`src/rtl/bullet_pkg.sv`:
```
// rtl/bullet_pkg.sv - shared types, state encoding and preset table for the bullet pool
package bullet_pkg;

    localparam int PRESET_W = 8;

    typedef enum logic [1:0] {
        COL_WHITE = 2'd0,
        COL_GREEN = 2'd1,
        COL_BLUE  = 2'd2
    } color_e;

    typedef struct packed {
        logic                render;
        color_e              color;
        logic [PRESET_W-1:0] w;
        logic [PRESET_W-1:0] h;
        logic [PRESET_W-1:0] x;
        logic [PRESET_W-1:0] y;
    } slot_t;

    typedef enum logic [1:0] {
        ST_IDLE = 2'd0,
        ST_RUN  = 2'd1,
        ST_DONE = 2'd2
    } state_e;

    function automatic slot_t preset_slot(input int i);
        slot_t s;
        s.render = 1'b0;
        s.color  = COL_WHITE;
        s.w      = '0;
        s.h      = '0;
        s.x      = '0;
        s.y      = '0;
        case (i)
            0: begin
                s.render = 1'b1; s.color = COL_GREEN;
                s.w = 8'd16;  s.h = 8'd16;  s.x = 8'd160; s.y = 8'd19;
            end
            1: begin
                s.render = 1'b1; s.color = COL_BLUE;
                s.w = 8'd100; s.h = 8'd100; s.x = 8'd56;  s.y = 8'd19;
            end
            2: begin
                s.render = 1'b1; s.color = COL_WHITE;
                s.w = 8'd16;  s.h = 8'd16;  s.x = 8'd128; s.y = 8'd19;
            end
            default: ;
        endcase
        return s;
    endfunction

    function automatic int preset_count(input int n);
        int c;
        c = 0;
        for (int i = 0; i < n; i++) begin
            if (preset_slot(i).render) c++;
        end
        return c;
    endfunction

endpackage

```
`src/rtl/bullet_pool_if.sv`:
```
// rtl/bullet_pool_if.sv - spawn handshake bundle between the wave generator and the pool
interface bullet_pool_if #(
    parameter int COORD_W = 8
);
    logic                 spawn_valid;
    logic                 spawn_ready;
    logic [2*COORD_W-1:0] spawn_pos;
    logic [2*COORD_W-1:0] spawn_size;
    logic [1:0]           spawn_color;

    modport master (
        output spawn_valid, spawn_pos, spawn_size, spawn_color,
        input  spawn_ready
    );

    modport slave (
        input  spawn_valid, spawn_pos, spawn_size, spawn_color,
        output spawn_ready
    );
endinterface

```
`src/rtl/bullet_slot_sel.sv`:
```
// rtl/bullet_slot_sel.sv - priority encoder picking the lowest inactive slot for a spawn
module bullet_slot_sel #(
    parameter int N_BULLETS = 8,
    parameter int IDX_W     = $clog2(N_BULLETS)
) (
    input  logic [N_BULLETS-1:0] render_i,
    output logic [IDX_W-1:0]     free_idx_o,
    output logic                 any_free_o
);

    // Scan from the top down so the last hit is the lowest free index.
    always_comb begin
        free_idx_o = '0;
        any_free_o = 1'b0;
        for (int i = N_BULLETS - 1; i >= 0; i--) begin
            if (!render_i[i]) begin
                free_idx_o = IDX_W'(i);
                any_free_o = 1'b1;
            end
        end
    end

endmodule

```
`src/rtl/bullet_pool.sv`:
```
// rtl/bullet_pool.sv - enemy bullet pool: move/wrap, kill, spawn, run/idle/done FSM
// Optional: define BULLET_WRAP_KILL_EN to retire bullets at Y_LIMIT instead of wrapping.
module bullet_pool
    import bullet_pkg::*;
#(
    parameter int N_BULLETS = 8,
    parameter int COORD_W   = 8,
    parameter int STEP      = 5,
    parameter int Y_LIMIT   = 200,
    parameter int Y_RESTART = 1,
    parameter int TICK_DIV  = 1,
    parameter int IDX_W     = $clog2(N_BULLETS)
) (
    input  logic                 clk,
    input  logic                 rst_n,
    input  logic                 run,
    input  logic                 collide,
    input  logic [IDX_W-1:0]     collide_idx,
    input  logic [IDX_W-1:0]     vga_idx,
    output logic [2*COORD_W-1:0] vga_pos,
    output logic [2*COORD_W-1:0] vga_size,
    output logic [1:0]           vga_color,
    output logic                 vga_render,
    input  logic [IDX_W-1:0]     hit_idx,
    output logic [2*COORD_W-1:0] hit_pos,
    output logic [2*COORD_W-1:0] hit_size,
    output logic [1:0]           hit_color,
    output logic                 hit_render,
    bullet_pool_if.slave         spawn_if,
    output logic [IDX_W:0]       active_count,
    output logic                 wave_done
);

    localparam int TICK_W = (TICK_DIV > 1) ? $clog2(TICK_DIV) : 1;
    localparam logic [IDX_W:0] COUNT_RST = (IDX_W + 1)'(preset_count(N_BULLETS));

    state_e st_q, st_d;

    logic [N_BULLETS-1:0] render_q, render_d;
    logic [1:0]           color_q [N_BULLETS];
    logic [1:0]           color_d [N_BULLETS];
    logic [COORD_W-1:0]   w_q [N_BULLETS];
    logic [COORD_W-1:0]   w_d [N_BULLETS];
    logic [COORD_W-1:0]   h_q [N_BULLETS];
    logic [COORD_W-1:0]   h_d [N_BULLETS];
    logic [COORD_W-1:0]   x_q [N_BULLETS];
    logic [COORD_W-1:0]   x_d [N_BULLETS];
    logic [COORD_W-1:0]   y_q [N_BULLETS];
    logic [COORD_W-1:0]   y_d [N_BULLETS];

    logic [TICK_W-1:0]    tick_q, tick_d;
    logic [IDX_W:0]       active_count_q, popcnt;

    logic [N_BULLETS-1:0] pre_render;
    logic [1:0]           pre_color [N_BULLETS];
    logic [COORD_W-1:0]   pre_w [N_BULLETS];
    logic [COORD_W-1:0]   pre_h [N_BULLETS];
    logic [COORD_W-1:0]   pre_x [N_BULLETS];
    logic [COORD_W-1:0]   pre_y [N_BULLETS];

    logic                 in_run, move_tick, kill_en, spawn_fire, any_free;
    logic [IDX_W-1:0]     free_idx;

    for (genvar g = 0; g < N_BULLETS; g++) begin : g_preset
        localparam slot_t PRE = preset_slot(g);
        assign pre_render[g] = PRE.render;
        assign pre_color[g]  = PRE.color;
        assign pre_w[g]      = COORD_W'(PRE.w);
        assign pre_h[g]      = COORD_W'(PRE.h);
        assign pre_x[g]      = COORD_W'(PRE.x);
        assign pre_y[g]      = COORD_W'(PRE.y);
    end

    bullet_slot_sel #(
        .N_BULLETS (N_BULLETS),
        .IDX_W     (IDX_W)
    ) u_slot_sel (
        .render_i   (render_q),
        .free_idx_o (free_idx),
        .any_free_o (any_free)
    );

    always_comb begin
        popcnt = '0;
        for (int i = 0; i < N_BULLETS; i++) begin
            popcnt = popcnt + (IDX_W + 1)'(render_q[i]);
        end
    end

    always_ff @(posedge clk or negedge rst_n) begin
        if (!rst_n) begin
            st_q <= ST_IDLE;
        end else begin
            st_q <= st_d;
        end
    end

    // DONE is decided on the next value of active_count, i.e. the live population now.
    always_comb begin
        st_d = st_q;
        case (st_q)
            ST_IDLE: if (run) st_d = ST_RUN;
            ST_RUN: begin
                if (!run)             st_d = ST_IDLE;
                else if (popcnt == '0) st_d = ST_DONE;
            end
            ST_DONE: if (!run) st_d = ST_IDLE;
            default: st_d = ST_IDLE;
        endcase
    end

    always_comb begin
        in_run               = (st_q == ST_RUN);
        wave_done            = (st_q == ST_DONE);
        spawn_if.spawn_ready = in_run && any_free;
    end

    assign move_tick  = in_run && (tick_q == TICK_W'(TICK_DIV - 1));
    assign kill_en    = in_run && collide && (32'(collide_idx) < N_BULLETS);
    assign spawn_fire = spawn_if.spawn_valid && spawn_if.spawn_ready;

    always_comb begin
        tick_d = '0;
        if (in_run && !move_tick) tick_d = tick_q + 1'b1;
    end

    always_comb begin
        logic [COORD_W:0] sum;
        logic             wrap;
        sum      = '0;
        wrap     = 1'b0;
        render_d = render_q;
        color_d  = color_q;
        w_d      = w_q;
        h_d      = h_q;
        x_d      = x_q;
        y_d      = y_q;
        if (st_q == ST_IDLE) begin
            render_d = pre_render;
            color_d  = pre_color;
            w_d      = pre_w;
            h_d      = pre_h;
            x_d      = pre_x;
            y_d      = pre_y;
        end else if (in_run) begin
            for (int i = 0; i < N_BULLETS; i++) begin
                sum  = {1'b0, y_q[i]} + (COORD_W + 1)'(STEP);
                wrap = (32'(y_q[i]) >= Y_LIMIT) || sum[COORD_W];
                if (render_q[i]) begin
                    if (kill_en && (collide_idx == IDX_W'(i))) begin
                        render_d[i] = 1'b0;
                    end else if (move_tick) begin
                        if (wrap) begin
`ifdef BULLET_WRAP_KILL_EN
                            render_d[i] = 1'b0;
`else
                            y_d[i] = COORD_W'(Y_RESTART);
`endif
                        end else begin
                            y_d[i] = sum[COORD_W-1:0];
                        end
                    end
                end else if (spawn_fire && (free_idx == IDX_W'(i))) begin
                    render_d[i] = 1'b1;
                    color_d[i]  = spawn_if.spawn_color;
                    x_d[i]      = spawn_if.spawn_pos[2*COORD_W-1:COORD_W];
                    y_d[i]      = spawn_if.spawn_pos[COORD_W-1:0];
                    w_d[i]      = spawn_if.spawn_size[2*COORD_W-1:COORD_W];
                    h_d[i]      = spawn_if.spawn_size[COORD_W-1:0];
                end
            end
        end
    end

    always_ff @(posedge clk or negedge rst_n) begin
        if (!rst_n) begin
            render_q       <= pre_render;
            tick_q         <= '0;
            active_count_q <= COUNT_RST;
            for (int i = 0; i < N_BULLETS; i++) begin
                color_q[i] <= pre_color[i];
                w_q[i]     <= pre_w[i];
                h_q[i]     <= pre_h[i];
                x_q[i]     <= pre_x[i];
                y_q[i]     <= pre_y[i];
            end
        end else begin
            render_q       <= render_d;
            tick_q         <= tick_d;
            active_count_q <= popcnt;
            for (int i = 0; i < N_BULLETS; i++) begin
                color_q[i] <= color_d[i];
                w_q[i]     <= w_d[i];
                h_q[i]     <= h_d[i];
                x_q[i]     <= x_d[i];
                y_q[i]     <= y_d[i];
            end
        end
    end

    assign active_count = active_count_q;

    // Out-of-range indices match no slot and read back as zero.
    always_comb begin
        vga_pos    = '0;
        vga_size   = '0;
        vga_color  = '0;
        vga_render = 1'b0;
        hit_pos    = '0;
        hit_size   = '0;
        hit_color  = '0;
        hit_render = 1'b0;
        for (int i = 0; i < N_BULLETS; i++) begin
            if (vga_idx == IDX_W'(i)) begin
                vga_pos    = {x_q[i], y_q[i]};
                vga_size   = {w_q[i], h_q[i]};
                vga_color  = color_q[i];
                vga_render = render_q[i];
            end
            if (hit_idx == IDX_W'(i)) begin
                hit_pos    = {x_q[i], y_q[i]};
                hit_size   = {w_q[i], h_q[i]};
                hit_color  = color_q[i];
                hit_render = render_q[i];
            end
        end
    end

endmodule

```
`src/flat_wrapper.sv`:
```
// flat-port wrapper written by rule: the top's interface ports become plain ports
module bullet_pool_flat import bullet_pkg::*;
#(
    parameter int N_BULLETS = 8,
    parameter int COORD_W   = 8,
    parameter int STEP      = 5,
    parameter int Y_LIMIT   = 200,
    parameter int Y_RESTART = 1,
    parameter int TICK_DIV  = 1,
    parameter int IDX_W     = $clog2(N_BULLETS)
)
  (clk, rst_n, run, collide, collide_idx, vga_idx, vga_pos, vga_size, vga_color, vga_render, hit_idx, hit_pos, hit_size, hit_color, hit_render, active_count, wave_done, spawn_if_spawn_valid, spawn_if_spawn_pos, spawn_if_spawn_size, spawn_if_spawn_color, spawn_if_spawn_ready);
  bullet_pool_if #(.COORD_W(COORD_W)) spawn_if_i ();
  input  logic clk;
  input  logic rst_n;
  input  logic run;
  input  logic collide;
  input  logic [IDX_W-1:0] collide_idx;
  input  logic [IDX_W-1:0] vga_idx;
  output logic [2*COORD_W-1:0] vga_pos;
  output logic [2*COORD_W-1:0] vga_size;
  output logic [1:0] vga_color;
  output logic vga_render;
  input  logic [IDX_W-1:0] hit_idx;
  output logic [2*COORD_W-1:0] hit_pos;
  output logic [2*COORD_W-1:0] hit_size;
  output logic [1:0] hit_color;
  output logic hit_render;
  output logic [IDX_W:0] active_count;
  output logic wave_done;
  input wire logic [$bits(spawn_if_i.spawn_valid)-1:0] spawn_if_spawn_valid;
  input wire logic [$bits(spawn_if_i.spawn_pos)-1:0] spawn_if_spawn_pos;
  input wire logic [$bits(spawn_if_i.spawn_size)-1:0] spawn_if_spawn_size;
  input wire logic [$bits(spawn_if_i.spawn_color)-1:0] spawn_if_spawn_color;
  output wire logic [$bits(spawn_if_i.spawn_ready)-1:0] spawn_if_spawn_ready;
  assign spawn_if_i.spawn_valid = spawn_if_spawn_valid;
  assign spawn_if_i.spawn_pos = spawn_if_spawn_pos;
  assign spawn_if_i.spawn_size = spawn_if_spawn_size;
  assign spawn_if_i.spawn_color = spawn_if_spawn_color;
  assign spawn_if_spawn_ready = spawn_if_i.spawn_ready;
  bullet_pool #(.N_BULLETS(N_BULLETS), .COORD_W(COORD_W), .STEP(STEP), .Y_LIMIT(Y_LIMIT), .Y_RESTART(Y_RESTART), .TICK_DIV(TICK_DIV), .IDX_W(IDX_W)) u_core (.clk(clk), .rst_n(rst_n), .run(run), .collide(collide), .collide_idx(collide_idx), .vga_idx(vga_idx), .vga_pos(vga_pos), .vga_size(vga_size), .vga_color(vga_color), .vga_render(vga_render), .hit_idx(hit_idx), .hit_pos(hit_pos), .hit_size(hit_size), .hit_color(hit_color), .hit_render(hit_render), .spawn_if(spawn_if_i), .active_count(active_count), .wave_done(wave_done));
endmodule
```
`config.mk`:
```
export PLATFORM = sky130hd
export DESIGN_NAME = bullet_pool_flat
export DESIGN_NICKNAME = d
export VERILOG_FILES = /design/src/rtl/bullet_pkg.sv /design/src/rtl/bullet_pool_if.sv /design/src/rtl/bullet_slot_sel.sv /design/src/rtl/bullet_pool.sv /design/src/flat_wrapper.sv
export SDC_FILE = /design/constraint.sdc
export NUM_CORES = 1
export LEC_CHECK = 0
export CORE_MARGIN = 2
export CORE_UTILIZATION = 40
export DETAILED_ROUTE_END_ITERATION = 7
export PLACE_DENSITY_LB_ADDON = 0.1
export SLEW_MARGIN = 20
export SYNTH_ARGS = -nofsm -noshare
export SYNTH_HDL_FRONTEND = slang
export SYNTH_HIERARCHICAL = 1
export SYNTH_SLANG_ARGS = --single-unit
```
`constraint.sdc`:
```
create_clock -name clk -period 10.1 [get_ports clk]
set_input_delay 2.02 -clock clk [delete_from_list [all_inputs] [get_ports clk]]
set_output_delay 2.02 -clock clk [all_outputs]
set_load 0.005 [all_outputs]
```
Word-level counts from Yosys, hierarchy flattened
Index checks and enable logic that the tools add are counted.

storage, ports and cells
  register bits after elaboration = 287
  bits in latches = 0
  memory bits (writable) = 0
  ROM bits = 0
  output and inout port bits = 76
  word-level logic and storage cells = 422
  memories = 0

operators by class
  add/sub/neg operators = 16
  multipliers = 0
  divide/modulo/power cells = 0
  order comparisons = 8
  equality and inequality tests = 57
  shift-type cells = 0
  multiplexer cells = 226
  bitwise operators = 1
  reductions and logical operators = 70

operators with widths
  kind                                                      count
  two-way mux 8 bit                                         90
  two-way mux 16 bit                                        34
  two-way mux 64 bit                                        8
  adder 8 x 3 -> 9 bit, second input constant               8
  two-way mux 2 bit                                         36
  greater-or-equal comparator 8 bit, second input constant  8
  inequality test 3 bit, second input constant              17
  two-way mux 1 bit                                         49
  == test 3 bit, second input constant                      16
  AND reduction 4 bit                                       8
  AND reduction 3 bit                                       9
  adder 4 x 1 -> 4 bit                                      6
  == test 3 x 2 -> 1 bit, second input constant             8
  two-way mux 3 bit                                         8
  nonzero test 3 bit                                        8
  logical AND 1 bit                                         21
  inequality test 2 bit, second input constant              10
  nonzero test 2 bit                                        9
  == test 3 x 1 -> 1 bit, second input constant             4
  zero test 3 bit                                           4
  logical OR 1 bit                                          8
  case mux 2 bit (3 select lines)                           1
  zero test 4 bit                                           1
  adder 1 x 1 -> 2 bit                                      1
  other kinds (6)                                           6

Longest topological paths before layout
  depth in word-level cells = 15
  depth in mapped cells = 12

By module
The synthesis kept the hierarchy.

by module, submodules not included
  module           instances  cells an instance  area each (um^2)  seq. area each (um^2)
  bullet_pool      1          2,111              17,996.0          7,221.9
  bullet_slot_sel  1          14                 77.6              0.0

Worst setup path before layout
OpenSTA, ideal clock, no wires.

  kind = in2out
  from = input port vga_idx[0]
  to = output port vga_pos[0]
  arrival time = 3,365 ps
  slack = 4,715 ps
  cell stages on the path = 6
  path through = clkbuf_1 clkbuf_1 buf_2 buf_2 mux2i_1 a21oi_1

between the ends
  longest elaborated chain between the ends = 9

RTL lines
  element                          RTL line            RTL
  start, declared                  flat_wrapper.sv:19  input logic [IDX_W-1:0] vga_idx;
  zero test 3 bit                  bullet_pool.sv:214  if (vga_idx == IDX_W'(i)) begin
  two-way mux 16 bit (7 in a row)  bullet_pool.sv:214
  two-way mux 16 bit *             bullet_pool.sv:214
  end, declared                    flat_wrapper.sv:20  output logic [2*COORD_W-1:0] vga_pos;

Mark *: on every way between the ends. The rest lies on a longest branch, timed or not.

Final worst setup path
  from = input port hit_idx[0]
  to = output port hit_pos[12]

between the ends
  longest elaborated chain between the ends = 9

RTL lines
  element                          RTL line            RTL
  start, declared                  flat_wrapper.sv:24  input logic [IDX_W-1:0] hit_idx;
  zero test 3 bit                  bullet_pool.sv:220  if (hit_idx == IDX_W'(i)) begin
  two-way mux 16 bit (7 in a row)  bullet_pool.sv:220
  two-way mux 16 bit *             bullet_pool.sv:220
  end, declared                    flat_wrapper.sv:25  output logic [2*COORD_W-1:0] hit_pos;

Marks and branches as above.

==> impl_metrics.py <==
metrics = {
    "yosys": {
        "syn_inst": 2125,
        "synth_edf_count": 0,
        "synth_area_sq_um": 18070,
        "post_synth.cell_area_avg_sq_um": 8.505,
        "ys_ff_latch": 287,
        "synthArstFlopShare_pct": 100.0,
        "yosysWarnings": 6,
        "synthesis.nets": 2196,
        "synth_seq_area_share_pct": 39.96,
        "ys.flop_type": "dfrtp_1",
        "yosys.cell_types.count": 79,
    },
    "run_status": {
        "outcome": "finished, final reports clean",
    },
    "critical_path": {
        "cp.arrival_ns": 5.23,
        "reg2reg_setup_slack_ns": 6.07,
        "crit_buf_inv": 4,
        "crit_slowest_cell": "clkinv_1",
        "critical_path_class": "in -> out",
        "r2r.worst_path.cells": 7,
        "crit_path_end_kind": "output pin",
        "crit_family": "buffers and inverters",
        "regToRegStartpoint": "u_core/render_q[3]",
        "start_kind": "primary input",
        "crit_chain": "buf_4, clkinv_1, buf_4, nor2_1, nand2_1, nand3_1, o21ai_0, clkdlybuf4s50_1",
        "cp_common_cell": "buf_4",
        "max_stage_delay_ns": 0.92,
        "critPathMaxFanout": 54,
        "required_ns": 8.08,
        "r2r_end": "u_core/y_q[11]",
    },
    "routing": {
        "final_antenna_net_count": 0,
        "drt-pass1-iter-count": 5,
        "wl_mm": 67.36,
        "num_vias": 16930,
        "drc_errors": 0,
        "wire_per_inst_microns": 24.51,
        "drtIter0Drc": 1733,
        "viasPerCell": 6.160,
    },
    "sta": {
        "max_freq_ghz": 0.1380,
        "finalMaxSlewViolations": 0,
        "period_needed_ns": 7.246,
        "fin_crit_sh_pct": 71.75,
        "setup-tns-final_ns": 0,
        "worstMarginPinSlew_ns": 1.056,
        "rsz0062_at_grt": "false",
        "setup_viol": 0,
        "skew_ns": 0.01866,
        "slew_headroom_pct": 29.61,
        "hold_viol": 0,
    },
    "clocking": {
        "cts_sinks": 287,
        "cts_made_buffers": 36,
        "cts_tree": "built",
        "hold_buffers": 0,
        "clk_latency_ns": 0.56,
        "cts_setup_buffers": 0,
        "htreeDepth": 2,
        "clockBufferDepth": 3,
        "cts-root-buf": "clkbuf_16",
        "cts.repair.resized": 0,
        "clk_pin_slew_ns": 0.06,
    },
    "floorplan": {
        "dieHeight_microns": 216.6,
        "rows": 77,
        "dieArea_sq_um": 46900,
        "io_pins": 124,
        "start_util_pct": 40.69,
        "core_area_sq_um": 44410,
        "die_width_microns": 216.6,
    },
    "power": {
        "total_power_uw": 5414,
        "p_leak_uw": 0.008600,
        "power_density_nw_per_um2": 259.4,
        "vdd_drop_max_v": 0.0001255,
    },
    "flow_run": {
        "cap_violations": 0,
    },
    "final_layout": {
        "layout-drive-gt1-share_pct": 9.053,
        "synthToLayoutAreaGrowth_pct": 15.49,
        "nets": 2198,
        "final_common_cell": "nand2_1",
        "final_cell_mix": "nand2_1 (360), dfrtp_1 (255), a21oi_1 (211)",
    },
    "worst_hold_path": {
        "hold_class": "reg -> reg",
        "worstHoldEndpoint": "u_core/color_q[14]",
        "hp-start": "u_core/color_q[14]",
        "hold_depth": 2,
    },
    "grt": {
        "grt_usage_pct": 28.23,
        "grt_pass1_vias": 16240,
        "grt_pass1_wl_mm": 101.7,
        "antenna_found_initial": 2,
        "gr-total-overflow": 0,
        "grt_max_degree": 91,
    },
    "placed_design": {
        "numPortBuffers": 123,
        "hpwl_mm": 41.20,
        "routabilityCongestion": 0.9064,
    },
}
-- cell type report --
class / count / area (sq um)
Clock buffer: 58 / 1146
Antenna cell: 2 / 5.005
Clock inverter: 7 / 98.84
Tap cell: 592 / 740.7
Inverter: 72 / 270.3
Fill cell: 4307 / 23540
Timing Repair Buffer: 155 / 1466
Multi-Input combinational cell: 1575 / 9923
Sequential cell: 287 / 7222
-- logic make-up after synthesis --
kind of cell               count (synthesis)  synth area share [%]
other                                      1               0.02075
buffers and inverters                    263                 5.697
muxes                                    183                 10.52
xor gates and xnor gates                   8                0.3877
and+or+nand+nor                          622                 15.13
AOI/OAI and AO/OA                        738                 26.53
DFF                                      287                 39.96
adders and majority gates                 23                 1.758
-- power by group --
part	leakage [uW]	switching, uW	internal (uW)	total [uW]
Sequential	0.00373	463	1560	2020
Combinational	0.00426	1220	811	2030
Clock	0.000611	534	828	1360
-- worst max-delay path by stage --
stage	from	endpoint	slack (ns)	depth (start not counted)
after floorplan	vga_idx[0]	vga_pos[0]	4.72	6
after global placement	hit_idx[0]	hit_pos[8]	2.97	8
after detailed placement	hit_idx[0]	hit_pos[12]	2.97	8
after CTS	hit_idx[0]	hit_pos[12]	2.98	8
after global routing	hit_idx[0]	hit_pos[12]	2.75	8
final	hit_idx[0]	hit_pos[12]	2.85	8
-- registers in the layout (all words and copies together) (netlist names) --
signal / cells
u_core/color_q: 16
u_core/st_q: 2
u_core/w_q: 64
u_core/render_q: 8
u_core/active_count: 4
u_core/tick_q: 1
u_core/y_q: 64
u_core/x_q: 64
u_core/h_q: 64
-- worst register-to-register path, cell delays in order, from the launching register on --
cell and delay [ns]:
dfrtp_1 0.93, nand4_1 0.21, a41oi_1 0.66, inv_1 0.35, nor3_1 0.88, o22ai_1 0.52, nand3_1 0.22, o211ai_1 0.10
-- per-layer routing --
layer  track usage (%)  wire length [microns]  vias up
met5                 0                      0        -
met4             11.05                   2473        0
met3             5.389                   5216      139
met2             43.71                  30300      761
met1             38.99                  29380     8325
li1                  -                      -     7702
-- synthesized netlist by cell type (6+ instances only) --
library cell	number	area share (%)
nand2_1	360	7.5
dfrtp_1	255	35
a21oi_1	212	5.9
o21ai_0	201	5.6
mux2i_1	164	9.1
clkbuf_1	142	2.9
nor2_1	91	1.9
a221oi_1	86	4.2
inv_1	69	1.4
nor3_1	46	1.3
o221ai_1	42	2.0
a22oi_1	37	1.5
a21boi_0	32	1.3
dfstp_2	32	4.7
nand3_1	27	0.75
buf_1	24	0.50
or2_2	22	0.76
buf_2	21	0.58
nor2b_1	21	0.73
ha_1	19	1.3
nand2b_1	17	0.59
mux2_2	15	0.93
a22o_1	11	0.53
o22ai_1	11	0.38
o2bb2ai_1	11	0.53
a31oi_1	9	0.31
a32o_1	9	0.50
o21a_1	8	0.33
a2bb2oi_1	7	0.34
and3_1	7	0.24
o32ai_1	7	0.34
and2_1	6	0.21
xnor2_1	6	0.29
-- stage by stage --
step	cell area [sq um]	utilization [%]	setup WS [ns]	hold WS [ns]	std cells
after floorplan	18070	-	4.715	0.4547	2125
after CTS	20860	46.98	2.977	0.4814	2746
after global placement	19620	44.17	2.975	0.4675	2681
after detailed placement	19620	44.17	2.970	0.4719	2681
after global routing	20870	46.98	2.747	0.5164	2746
final	20870	47.00	2.854	0.4841	2748
Power figures use the tool's default switching activity.
